<file path="src/rtl/synth_pkg.sv">
// rtl/synth_pkg.sv - shared synth types: envelope FSM state encoding
package synth_pkg;

    typedef enum logic [2:0] {
        ENV_IDLE    = 3'd0,
        ENV_ATTACK  = 3'd1,
        ENV_DECAY   = 3'd2,
        ENV_SUSTAIN = 3'd3,
        ENV_RELEASE = 3'd4
    } env_state_t;

endpackage

</file>
<file path="src/rtl/env_scaler.sv">
// rtl/env_scaler.sv - centre/multiply/shift of one wave sample by the envelope, registered
//   clk, rst (async active-low), ena (sample strobe), sample_in [N], env [ENV_W]
//   sample_out [N] registered enveloped sample, out_valid 1-clk pulse after ena
module env_scaler #(
    parameter int N     = 8,
    parameter int ENV_W = 8
) (
    input  logic             clk,
    input  logic             rst,
    input  logic             ena,
    input  logic [N-1:0]     sample_in,
    input  logic [ENV_W-1:0] env,
    output logic [N-1:0]     sample_out,
    output logic             out_valid
);

    localparam logic [N-1:0]                MID   = {1'b1, {(N-1){1'b0}}};
    localparam logic signed [N+ENV_W:0]     MID_P = (N+ENV_W+1)'(1) << (N-1);

    logic signed [N:0]       d;
    logic signed [N+ENV_W:0] p;
    logic [N-1:0]            sample_out_d, sample_out_q;
    logic                    out_valid_d, out_valid_q;

    always_comb begin
        d = $signed({1'b0, sample_in} - {1'b0, MID});
        // env is unsigned, so zero-extend it before the signed multiply
        p = $signed({{ENV_W{d[N]}}, d}) * $signed({{(N+1){1'b0}}, env});
        // the arithmetic shift floors toward -inf; the result always fits in N bits
        sample_out_d = ena ? N'(MID_P + (p >>> ENV_W)) : sample_out_q;
        out_valid_d  = ena;
    end

    always_ff @(posedge clk or negedge rst) begin
        if (!rst) begin
            sample_out_q <= MID;
            out_valid_q  <= 1'b0;
        end else begin
            sample_out_q <= sample_out_d;
            out_valid_q  <= out_valid_d;
        end
    end

    assign sample_out = sample_out_q;
    assign out_valid  = out_valid_q;

endmodule

</file>
<file path="src/rtl/adsr_envelope.sv">
// rtl/adsr_envelope.sv - gate-driven ADSR amplitude envelope applied to one wave sample
//   clk, rst (async active-low), ena (sample strobe), gate (note on/off)
//   sample_in [N], attack_step/decay_step/sustain_level/release_step [ENV_W]
//   sample_out [N] registered, env [ENV_W], out_valid pulse, busy (state != IDLE)
module adsr_envelope
    import synth_pkg::*;
#(
    parameter int N     = 8,
    parameter int ENV_W = 8
) (
    input  logic             clk,
    input  logic             rst,
    input  logic             ena,
    input  logic             gate,
    input  logic [N-1:0]     sample_in,
    input  logic [ENV_W-1:0] attack_step,
    input  logic [ENV_W-1:0] decay_step,
    input  logic [ENV_W-1:0] sustain_level,
    input  logic [ENV_W-1:0] release_step,
    output logic [N-1:0]     sample_out,
    output logic [ENV_W-1:0] env,
    output logic             out_valid,
    output logic             busy
);

    localparam logic [ENV_W:0] ENV_MAX_W = {1'b0, {ENV_W{1'b1}}};

    logic             gate_q;
    env_state_t       state_q, state_d;
    logic [ENV_W-1:0] env_q, env_d;
    logic             rise, fall;
    logic [ENV_W:0]   att_sum;
    logic [ENV_W-1:0] dec_val;

    assign rise = gate & ~gate_q;
    assign fall = ~gate & gate_q;

    always_comb begin
        state_d = state_q;
        env_d   = env_q;
        att_sum = {1'b0, env_q} + {1'b0, attack_step};
        dec_val = env_q - decay_step;

        // Gate edges only move the FSM; env keeps its value so a retrigger
        // continues from the current level instead of clicking back to 0.
        if (rise) begin
            state_d = ENV_ATTACK;
        end else if (fall) begin
            if (state_q == ENV_ATTACK || state_q == ENV_DECAY || state_q == ENV_SUSTAIN)
                state_d = ENV_RELEASE;
        end else if (ena) begin
            case (state_q)
                ENV_ATTACK: begin
                    if (attack_step == '0 || att_sum >= ENV_MAX_W) begin
                        env_d   = '1;
                        state_d = ENV_DECAY;
                    end else begin
                        env_d = att_sum[ENV_W-1:0];
                    end
                end
                ENV_DECAY: begin
                    // decay_step >= env_q guards dec_val against wrap-around
                    if (decay_step == '0 || env_q <= sustain_level ||
                        decay_step >= env_q || dec_val <= sustain_level) begin
                        env_d   = sustain_level;
                        state_d = ENV_SUSTAIN;
                    end else begin
                        env_d = dec_val;
                    end
                end
                ENV_SUSTAIN: begin
                    env_d = sustain_level;
                end
                ENV_RELEASE: begin
                    if (release_step == '0 || env_q <= release_step) begin
                        env_d   = '0;
                        state_d = ENV_IDLE;
                    end else begin
                        env_d = env_q - release_step;
                    end
                end
                default: begin
                    env_d = env_q;
                end
            endcase
        end
    end

    always_ff @(posedge clk or negedge rst) begin
        if (!rst) begin
            gate_q  <= 1'b0;
            state_q <= ENV_IDLE;
            env_q   <= '0;
        end else begin
            gate_q  <= gate;
            state_q <= state_d;
            env_q   <= env_d;
        end
    end

    // Scaler sees env before this ena's update
    env_scaler #(
        .N     (N),
        .ENV_W (ENV_W)
    ) u_env_scaler (
        .clk        (clk),
        .rst        (rst),
        .ena        (ena),
        .sample_in  (sample_in),
        .env        (env_q),
        .sample_out (sample_out),
        .out_valid  (out_valid)
    );

    assign env  = env_q;
    assign busy = (state_q != ENV_IDLE);

endmodule

</file>
<file path="config.mk">
export PLATFORM = sky130hd
export DESIGN_NAME = adsr_envelope
export DESIGN_NICKNAME = d
export VERILOG_FILES = /design/src/rtl/synth_pkg.sv /design/src/rtl/env_scaler.sv /design/src/rtl/adsr_envelope.sv
export SDC_FILE = /design/constraint.sdc
export NUM_CORES = 1
export LEC_CHECK = 0
export CORE_MARGIN = 2
export CORE_UTILIZATION = 31
export CTS_CLUSTER_DIAMETER = 80
export DETAILED_ROUTE_END_ITERATION = 8
export PLACE_DENSITY = 0.55
export SETUP_SLACK_MARGIN = 0.1
export SYNTH_ARGS = -nofsm -noshare
export SYNTH_HDL_FRONTEND = slang
export SYNTH_SLANG_ARGS = --single-unit
</file>
<file path="constraint.sdc">
create_clock -name clk -period 5.2 [get_ports clk]
set_input_delay 0.78 -clock clk [delete_from_list [all_inputs] [get_ports clk]]
set_output_delay 0.78 -clock clk [all_outputs]
set_load 0.005 [all_outputs]
</file>
After elaboration in Yosys (flattened, before gate mapping)
Index checks and enable logic that the tools add are counted.
{ "word_totals": {"elab_cells": 58, "ram_bits": 0, "register_bits": 21, "latchBits": 0, "n_memories": 0, "rom_bits": 0, "out_inout_bits": 18} }
{ "op_classes": {"addsub": 5, "n_mux": 12, "n_div": 0, "n_bitwise": 6, "shifts": 0, "reduce_logical": 16, "eq_ne": 8, "mul": 1, "n_lt_le_gt_ge": 5} }
{ "op_table": {"columns": ["op", "count"], "rows": [
  ["case mux 8 bit (4 select lines)", 1],
  ["less-or-equal comparator 8 bit", 3],
  ["logical NOT 8 bit", 3],
  ["2-to-1 mux 8 bit", 3],
  ["2-to-1 mux 3 bit", 7],
  ["multiplier 9 x 9 -> 16 bit", 1],
  ["subtractor 8 bit", 2],
  ["adder 8 x 8 -> 9 bit", 1],
  ["greater-or-equal comparator 9 x 8 -> 1 bit, second input constant", 1],
  ["case mux 3 bit (3 select lines)", 1],
  ["subtractor 8 x 8 -> 9 bit, second input constant", 1],
  ["adder 8 bit, first input constant", 1],
  ["greater-or-equal comparator 8 bit", 1],
  ["inequality test 4 x 3 -> 1 bit, second input constant", 2],
  ["logical OR 1 bit", 7],
  ["== test 3 x 2 -> 1 bit, second input constant", 2],
  ["AND reduction 6 bit", 1],
  ["nonzero test 3 bit", 2],
  ["nonzero test 5 bit", 1],
  ["inequality test 4 bit, second input constant", 1],
  ["NOT 1 bit", 4],
  ["AND reduction 4 bit", 1],
  ["nonzero test 4 bit", 1],
  ["== test 3 x 1 -> 1 bit, second input constant", 1],
  ["3 further kinds", 4]
]} }

Depth between registers and ports, before layout
Gate-level depths: netlist (run 1).
{ "depth": {"ltp_word": 9, "mapped_depth": 17, "ltp_nobuf": 17} }

Modules after synthesis
Synthesis (run 1) repeated with hierarchy kept, for this count alone.
{ "hier_totals": {"hier_cells": 611, "hier_area_um2": 5163.7} }
{ "by_module_without_submodules": {"columns": ["module", "cells_each", "seq_area_each_um2", "n_inst", "area_per_inst_um2"], "rows": [
  ["env_scaler", 300, 226.5, 1, 2756.4],
  ["adsr_envelope", 311, 300.3, 1, 2407.3]
]} }

Worst setup path after synthesis (run 1)
No wires, ideal clock.
{ "synth_path": {"path_kind": "input -> register", "start": "input sample_in[7]", "end": "register u_env_scaler.sample_out_q[5] (netlist: u_env_scaler.sample_out[5])", "arrival_time_ns": 4.733, "path_slack_ns": 0.346, "stages": 17, "required_time_ns": 5.080, "setup_time_ns": 0.120, "cell_sequence": "nand2b_1 > inv_1 > fa_1 > inv_1 > fa_1 > inv_1 > fa_1 > inv_1 > fa_1 > inv_1 > ha_1 > and3_1 > a21oi_1 > o21ai_1 > o21a_1 > or3_1 > a31o_2"} }
{ "synth_between": {"elab_chain_len": 3} }
{ "synth_rtl": {"columns": ["element", "line", "text"], "rows": [
  ["from (decl)", "adsr_envelope.sv:15", "input logic [N-1:0] sample_in,"],
  ["subtractor 8 x 8 -> 9 bit", "env_scaler.sv:26", "d = $signed({1'b0, sample_in} - {1'b0, MID});"],
  ["multiplier 9 x 9 -> 16 bit", "env_scaler.sv:28", "p = $signed({{ENV_W{d[N]}}, d}) * $signed({{(N+1){1'b0}}, env});"],
  ["adder 8 bit", "env_scaler.sv:30", "sample_out_d = ena ? N'(MID_P + (p >>> ENV_W)) : sample_out_q;"],
  ["to (signal assigned)", "env_scaler.sv:39", "sample_out_q <= sample_out_d;"],
  ["to (decl)", "env_scaler.sv:22", "logic [N-1:0] sample_out_d, sample_out_q;"]
]} }
Every way passes these cells.
A chain may end at the register's enable or synchronous reset.

Final worst setup path (run 1)
{ "layout_path": {"start": "input sample_in[7]", "end": "register u_env_scaler.sample_out_q[7] (netlist: u_env_scaler.sample_out[7])"} }
The elaborated chain is that of the path after synthesis.

==> results.md, run 1 <==
* Status: finished, final reports clean
* Max-slew violations at 0
* Asr flop ratio synth at 100%
* I/O pin count at 62
* Reg clk slew, reported paths at 0.06 ns
* H-tree levels at 1
* Per-cell routed wire length at 15.9 um
* Sequential element share of the synthesized area at 10.5%
* RePlAce Congestion at 0.936
* Critical path's largest stage delay at 0.56 ns
* Tot GR Track Use at 17.7%
* Vias after detailed routing at 4577
* Clock Sink Count at 21
* Pin count of the biggest net entering global routing at 22
* Register bit total from synthesis at 21
* Worst skew pair latency at 0.27 ns
* Antenna Nets Post-Route at 0
* Clock root buffer: clkbuf_16
* Final cell count without fillers at 905
* NumNets Final at 857
* Required time of the critical path at 5.39 ns
* Distinct cells, synth at 62
* Chip width at 131 um
* Buf+Inv Stages, Crit Path at 7
* Max Fanout on Critical Path at 5
* Final hold viol count at 0
* Global-route wire length before repair at 23.9 mm
* EDFF count, synth at 0
* Highest clock rate at 0.203 GHz
* FF-to-FF setup slack at 0.48 ns
* CTS tree: built
* DRC at 0
* Most frequent CP cell: fa_1
* Count leader, synth: inv_1
* YS warnings at 0
* Synth area leaders: fa_1 (22%), ha_1 (17%), dfrtp_1 (10%)
* Share of post-route cells with drive strength above 1 at 10.0%
* DP HPWL at 12.2 mm
* Critical Path Sink Type: register
* CP Data Arrival Time at 5.11 ns
* Mapped Nets at 754
* Syn Area/Cell at 8.52 um^2
* Hold Crit Class: register to register
* Nature of the critical path startpoint: input pin
* Core area at 15800 um^2
* Worst hold slack at 0.492 ns
* Slew headroom at 31.1%
* Unrepaired setup endpoints after global routing: no
* TritonCTS Buffers at 3
* Yosys top cell area share at 21.6%
* Initial DRC count at 220
* Total wire length at 14.4 mm
* Worst-Margin Slew at 1.03 ns
* Worst path top cell family by delay: adder cells
* Final Skew at 0.00439 ns
* Initial core utilization at 31.6%
* Initial antenna violation count at 0
* Syn Inst Count at 587
* Site row count at 46
* Final Cycle Share at 94.6%
* Crit path kind: input pin to register
* Mapped Area at 5000 um^2
* Antenna cell count at 0
* Congestion Overflow GR at 0
* Area leader, netlist: fa_1
* Ys flop type: dfrtp_1
* IO Port Bufs at 61
* Final core utilization at 39.9%
* Vias/cell at 5.06
* Clock period minus worst slack at 4.92 ns
* Synth-to-Final Area Change at 26.2%
* Crit path cell chain: dlygate4sd2_1, buf_4, nand2b_1, inv_2, fa_1, fa_1, fa_1, inv_1, fa_1, inv_1, ha_1, buf_4, nand3_1, buf_4, o211ai_1, a31oi_1, xnor2_1, mux2_2
* Setup ws final at 0.280 ns
* Post-place setup slack at -0.316 ns
* DP Cell Count at 901
* Final setup vio count at 0
* Vias in the first global route at 4777
* Total of max-cap violations at 0
* CTS Buffer Depth at 2
* Post-synth top cells: inv_1 (108), ha_1 (69), fa_1 (54), and2_1 (36), nand2_1 (36)
* Die Height at 131 um
* Die ar. at 17200 um^2
* Pre-antenna DRT Iters at 5
* Slowest cell on crit path: fa_1
[cells in the final DEF (no fill, tap or decap), types with 20 or more instances in the layout]
cell type	n
inv_1	107
fa_1	53
a21oi_1	23
dfrtp_1	20
buf_4	43
nor2_1	22
and2_1	36
ha_1	68
nand2_1	36
clkdlybuf4s50_1	55
[metrics by stage]
step	instance area (um^2)	setup TNS (ns)
6_report	6310	0
5_1_grt	6310	0
4_1_cts	6290	0
3_5_place_dp	6180	-0.778
3_3_place_gp	6180	-0.494
2_1_floorplan	5000	0
[kinds of logic after synthesis]
kind of cell    count (synthesis)  share of synthesized area [%]
simple gates                  174                           18.7
compound gates                125                           17.8
fa+ha+maj                     123                           38.9
buf+inv                       114                           8.58
xor+xnor                       24                           4.20
flops                          21                           10.5
mux                             6                           1.33
[registers in the layout, summed over array words and instances, names as in the netlist]
signal and count:
gate_q 1, state_q 3, env 8, u_env_scaler.out_valid 1, u_env_scaler.sample_out 8
[routing by layer]
| metal | up-vias | track usage, % | part of all wire [%] |
|---|---|---|---|
| met4 | 0 | 4.88 | 2.3 |
| li1 | 2231 | - | - |
| met2 | 119 | 30.3 | 48 |
| met1 | 2201 | 23.6 | 45 |
| met3 | 26 | 1.95 | 4.2 |
| met5 | - | 0 | 0 |
[worst min-delay path, stage by stage, from the launching register on]
cell and delay [ns]:
dfrtp_1 0.34, nand2_1 0.05, o21ai_1 0.06
[cell type report]
class	instances	area, um^2
sequential	21	527
tap	216	270
timing repair buffer	104	937
fill	1586	9520
inverter	108	405
multi-input combinational	452	4090
clock buffer	3	75.1
clock inverter	1	5.00
[repair_timing]
action	4_1_cts	5_1_grt
hold buffers	0	0
pin swaps	1	7
gates cloned	0	0
setup buffers	0	0
gates resized for setup	7	8
setup endpoints to repair	2	3
[final timing paths]
check,depth (start not counted),endpoint,start
worst max-delay path,18,u_env_scaler.sample_out[7],sample_in[7]
worst max register to register,15,u_env_scaler.sample_out[7],env[4]
worst min register to register,2,u_env_scaler.sample_out[6],u_env_scaler.sample_out[6]
min in group asynchronous,1,u_env_scaler.out_valid,rst
worst min-delay path,2,u_env_scaler.sample_out[6],u_env_scaler.sample_out[6]
max in group asynchronous,1,env[7],rst
Power of run 1 is left out: the tool's default activity adds up to more than one toggle a clock period on the data nets, which glitch-free logic cannot reach.
==> run 2, diff against run 1 <==
--- a/config.mk
+++ b/config.mk
@@ -9,7 +9,7 @@
 export CORE_UTILIZATION = 31
 export CTS_CLUSTER_DIAMETER = 80
 export DETAILED_ROUTE_END_ITERATION = 8
-export PLACE_DENSITY = 0.55
+export PLACE_DENSITY_LB_ADDON = 0.05
 export SETUP_SLACK_MARGIN = 0.1
 export SYNTH_ARGS = -nofsm -noshare
 export SYNTH_HDL_FRONTEND = slang
==> results.md, run 2 (synthesis results as in run 1) <==
* Hold_buf cts at 0 (unchanged)
* Nature of the critical path startpoint: input pin
* Vias after detailed routing at 4485 (-2.0%)
* Status: finished, final reports clean
* Pin count of the biggest net entering global routing at 22 (unchanged)
* I/O pin count at 62 (unchanged)
* Tot GR Track Use at 18.1% (+0.46 points)
* Initial antenna violation count at 0 (unchanged)
* Crit path kind: input pin to register
* Post-place setup slack at -0.254 ns (+0.0624 ns)
* Final cell count without fillers at 904 (-0.11%)
* Unrepaired setup endpoints after global routing: yes
* Antenna Nets Post-Route at 0 (unchanged)
* RePlAce Congestion at 0.877 (-6.3%)
* Total of max-cap violations at 0 (unchanged)
* DRC at 0 (unchanged)
* Initial DRC count at 150 (-32%)
* Final hold viol count at 0 (unchanged)
* Slew headroom at 35.5% (+4.5 points)
* CP Data Arrival Time at 5.11 ns (about the same)
* Critical Path Sink Type: register
* Vias/cell at 4.96 (-1.9%)
* TritonCTS Buffers at 3 (unchanged)
* Final Cycle Share at 95.3% (+0.71 points)
* Synth-to-Final Area Change at 26.1% (about the same)
* Vias in the first global route at 4600 (-3.7%)
* Setup TNS at 0 ns (unchanged)
* Per-cell routed wire length at 16.3 um (+2.8%)
* Pre-antenna DRT Iters at 5 (unchanged)
* Congestion Overflow GR at 0 (unchanged)
* Chip width at 131 um (unchanged)
* Max Fanout on Critical Path at 3 (-2)
* Antenna cell count at 0 (unchanged)
* Core area at 15800 um^2 (unchanged)
* DP Cell Count at 898 (-0.33%)
* Final Skew at 0.00985 ns (+0.00546 ns)
* Filler cell count at 1603 (+1.1%)
* Share of post-route cells with drive strength above 1 at 9.74% (-0.28 points)
* CTS Buffer Depth at 2 (unchanged)
* Clock Sink Count at 21 (unchanged)
* Reg clk slew, reported paths at 0.07 ns (about the same)
* Total wire length at 14.8 mm (+2.7%)
* Most common cell after layout, fill and taps aside: inv_1
* Global-route wire length before repair at 24.1 mm (+0.92%)
* Setup ws final at 0.243 ns (-0.0370 ns)
* Most frequent cells in the layout: inv_1 (107), ha_1 (69), clkdlybuf4s50_1 (55)
* Hold Crit Class: register to register
* Clock root buffer: clkbuf_16
* Required time of the critical path at 5.35 ns (-0.04 ns)
* Initial core utilization at 31.6% (unchanged)
* NumNets Final at 856 (-0.12%)
* IO Port Bufs at 61 (unchanged)
* Clock period minus worst slack at 4.96 ns (+0.0370 ns)
* Max-slew violations at 0 (unchanged)
* Worst-Margin Slew at 0.964 ns (-0.0666 ns)
* H-tree levels at 1 (unchanged)
* Die ar. at 17200 um^2 (unchanged)
* Final setup vio count at 0 (unchanged)
* CTS tree: built
* Die Height at 131 um (unchanged)
* Highest clock rate at 0.202 GHz (-0.75%)
* Site row count at 46 (unchanged)
* Worst skew pair latency at 0.26 ns (about the same)
* DP HPWL at 12.6 mm (+3.1%)
-- run 2: final timing paths --
path | start | to | depth (start not counted) | slack [ns]
setup / recovery | sample_in[1] | u_env_scaler.sample_out[5] | 17 | 0.24
hold / removal | u_env_scaler.sample_out[6] | u_env_scaler.sample_out[6] | 2 | 0.50
max in group asynchronous | rst | env[3] | 1 | 3.55
hold reg to reg | u_env_scaler.sample_out[6] | u_env_scaler.sample_out[6] | 2 | 0.50
setup reg to reg | env[5] | u_env_scaler.sample_out[5] | 16 | 0.48
min in group asynchronous | rst | u_env_scaler.sample_out[6] | 1 | 1.05
-- run 2: through the flow --
stage	area (um^2)	hold slack, ns	utilization [%]
after floorplan	5000	0.475	-
after global placement	6160	0.489	38.9
after detailed placement	6160	0.487	38.9
after CTS	6270	0.506	39.6
after global routing	6310	0.543	39.8
final	6310	0.501	39.8
-- run 2: final cells by class --
cell class | count | area [um^2] | share of cell area, %
inverter | 108 | 405 | 6.43
clock buffer | 3 | 75.1 | 1.19
timing repair buffer | 103 | 926 | 14.7
multi-input combinational | 452 | 4100 | 65.0
sequential | 21 | 527 | 8.35
clock inverter | 1 | 5.00 | 0.0794
tap | 216 | 270 | 4.29
-- run 2: critical path: stages --
cell and delay [ns]:
clkdlybuf4s50_1 0.41, and2_1 0.18, fa_1 0.46, fa_1 0.55, inv_1 0.05, fa_1 0.47, inv_1 0.05, fa_1 0.47
ha_1 0.25, nor3_4 0.15, o41ai_4 0.12, a31oi_4 0.19, buf_4 0.13, o21ai_1 0.08, o21a_1 0.21, or3_1 0.31
a31o_2 0.25
-- run 2: repair_timing --
action	4_1_cts	5_1_grt
buffers inserted	2	0
gates resized for setup	9	6
pin swaps	4	2
setup endpoints to repair	2	6
-- run 2: layer usage --
| layer | wire length [um] | GRT usage (%) | vias to the layer above | part of all wire, % |
|---|---|---|---|---|
| li1 | - | - | 2225 | - |
| met1 | 7480 | 27.5 | 2177 | 51 |
| met2 | 6650 | 28.8 | 75 | 45 |
| met3 | 504 | 1.59 | 8 | 3.4 |
| met4 | 127 | 2.13 | 0 | 0.86 |
| met5 | 0 | 0 | - | 0 |
Power of run 2 is left out for the same reason.
==> run 3, diff against run 2 <==
--- a/config.mk
+++ b/config.mk
@@ -6,7 +6,7 @@
 export NUM_CORES = 1
 export LEC_CHECK = 0
 export CORE_MARGIN = 2
-export CORE_UTILIZATION = 31
+export CORE_UTILIZATION = 40
 export CTS_CLUSTER_DIAMETER = 80
 export DETAILED_ROUTE_END_ITERATION = 8
 export PLACE_DENSITY_LB_ADDON = 0.05
==> results.md, run 3 (synthesis results as in run 1) <==
* Status: finished, final reports clean
* CP Data Arrival Time at 5.07 ns (-0.04 ns)
* Initial core utilization at 41.3% (+9.7 points)
* H-tree levels at 1 (unchanged)
* Highest metal used: met4
* Unrepaired setup endpoints after global routing: yes
* Pin count of the biggest net entering global routing at 22 (unchanged)
* RePlAce Congestion at 0.917 (+4.6%)
* Core area at 12100 um^2 (-23%)
* Met3 wire length at 515 um (+2.2%)
* Crit path cell chain: clkdlybuf4s50_1, and2_4, fa_2, fa_1, inv_1, fa_1, inv_1, fa_1, ha_1, nor3_2, o41ai_4, a31oi_4, buf_4, o21ai_1, o21a_1, or3_1, a31o_2
* Vias in the first global route at 4621 (+0.46%)
* Share of post-route cells with drive strength above 1 at 9.66% (-0.075 points)
* Pre-antenna DRT Iters at 4 (-1)
* Clock root buffer: clkbuf_16
* Crit path kind: input pin to register
* Hold Crit Class: register to register
* Max-slew violations at 0 (unchanged)
* Congestion Overflow GR at 0 (unchanged)
* Highest clock rate at 0.203 GHz (+0.76%)
* I/O pin count at 62 (unchanged)
* Chip width at 116 um (-12%)
* Detail Route met2 WL at 6.29 mm (-5.4%)
* Initial DRC count at 267 (+78%)
* Tot GR Track Use at 21.3% (+3.2 points)
* DP HPWL at 11.4 mm (-9.7%)
* CTS Buffer Depth at 2 (unchanged)
* Critical path's largest stage delay at 0.54 ns (about the same)
* Nature of the critical path startpoint: input pin
* Final setup vio count at 0 (unchanged)
* Most common cell after layout, fill and taps aside: inv_1
* Worst-Margin Slew at 1.05 ns (+0.0889 ns)
* Critical Path Sink Type: register
* Slew headroom at 29.6% (-5.9 points)
* IO Port Bufs at 61 (unchanged)
* Initial antenna violation count at 0 (unchanged)
* Final hold viol count at 0 (unchanged)
* Most frequent cells in the layout: inv_1 (108), ha_1 (67), clkdlybuf4s50_1 (55)
* Final Cycle Share at 94.6% (-0.72 points)
* Die ar. at 13400 um^2 (-22%)
* Vias after detailed routing at 4477 (-0.18%)
* NumNets Final at 851 (-0.58%)
* Clock period minus worst slack at 4.92 ns (-0.0373 ns)
* Slowest cell on crit path: fa_1
* Antenna cell count at 0 (unchanged)
* Worst skew pair latency at 0.26 ns (about the same)
* Required time of the critical path at 5.35 ns (about the same)
* DRC at 0 (unchanged)
* Worst path top cell family by delay: adder cells
* CTS tree: built
* Clock Sink Count at 21 (unchanged)
* Vias/cell at 5.26 (+6.0%)
* Final core utilization at 51.3% (+11 points)
* Most frequent CP cell: fa_1
* Max Fanout on Critical Path at 2 (-1)
* Reg clk slew, reported paths at 0.06 ns (about the same)
* TritonCTS Buffers at 3 (unchanged)
* Filler cell count at 1216 (-24%)
* Global-route wire length before repair at 22.4 mm (-7.0%)
* Synth-to-Final Area Change at 24.2%
* Final Skew at 0.00232 ns (-0.00753 ns)
* Site row count at 40 (-13%)
* Total of max-cap violations at 0 (unchanged)
* Die Height at 116 um (-12%)
* Total wire length at 13.5 mm (-8.4%)
* Antenna Nets Post-Route at 0 (unchanged)
* Metal-1 WL at 6.61 mm (-12%)
* Per-cell routed wire length at 15.9 um (-2.7%)
* Buf+Inv Stages, Crit Path at 4 (unchanged)
-- run 3: cell count changes in the layout (fill, tap and decap cells not counted), sizes merged --
cell | previous run | this run
clkinvlp | 0 | 1
dlygate4sd2 | 4 | 0
clkbuf | 3 | 6
buf | 42 | 37
clkinv | 1 | 0
dlymetal6s2s | 2 | 3
-- run 3: final cells by class --
class,count,area [um^2],area share (%)
Timing Repair Buffer,98,885,14.2
Multi-Input combinational cell,452,4100,66.0
Tap cell,168,210,3.39
Clock inverter,1,7.51,0.121
Clock buffer,3,75.1,1.21
Inverter,108,405,6.53
Sequential cell,21,527,8.48
-- run 3: final timing paths --
| path | from | to | slack, ns | depth (start not counted) |
|---|---|---|---|---|
| max | sample_in[1] | u_env_scaler.sample_out[5] | 0.28 | 17 |
| min | u_env_scaler.sample_out[3] | u_env_scaler.sample_out[3] | 0.48 | 2 |
| max reg2reg | env[2] | u_env_scaler.sample_out[7] | 0.39 | 17 |
| min reg2reg | u_env_scaler.sample_out[3] | u_env_scaler.sample_out[3] | 0.48 | 2 |
| max in group asynchronous | rst | env[1] | 3.47 | 1 |
| min in group asynchronous | rst | u_env_scaler.sample_out[6] | 1.09 | 1 |
-- run 3: routing by layer --
metal / vias to the layer above / track usage, %
li1: 2216 / -
met1: 2172 / 30.0
met2: 81 / 36.2
met3: 8 / 2.30
met4: 0 / 3.25
met5: - / 0
-- run 3: stage by stage --
stage	hold slack (ns)	instances	TNS [ns]	instance area (um^2)	setup slack, ns
after floorplan	0.475	587	0	5000	0.346
after global routing	0.505	851	0	6210	0.0589
after CTS	0.485	850	0	6160	0.121
after global placement	0.470	846	-0.489	6070	-0.258
final	0.484	851	0	6210	0.281
after detailed placement	0.469	846	-0.642	6070	-0.299
-- run 3: timing repair --
item,4_1_cts,5_1_grt
resized for setup,4,18
pin swaps,2,6
hold buffers,0,0
setup endpoints to repair,2,4
setup buffers,0,1
-- run 3: worst register-to-register path, delay by kind of cell (launching register included) --
family / cells / cell delay [ns]
simple gates: 2 / 0.29
mux: 1 / 0.26
compound gates: 4 / 1.02
flops: 1 / 0.69
fa+ha+maj: 5 / 2.05
xor+xnor: 1 / 0.14
buf+inv: 4 / 0.29
Power of run 3 is left out for the same reason.
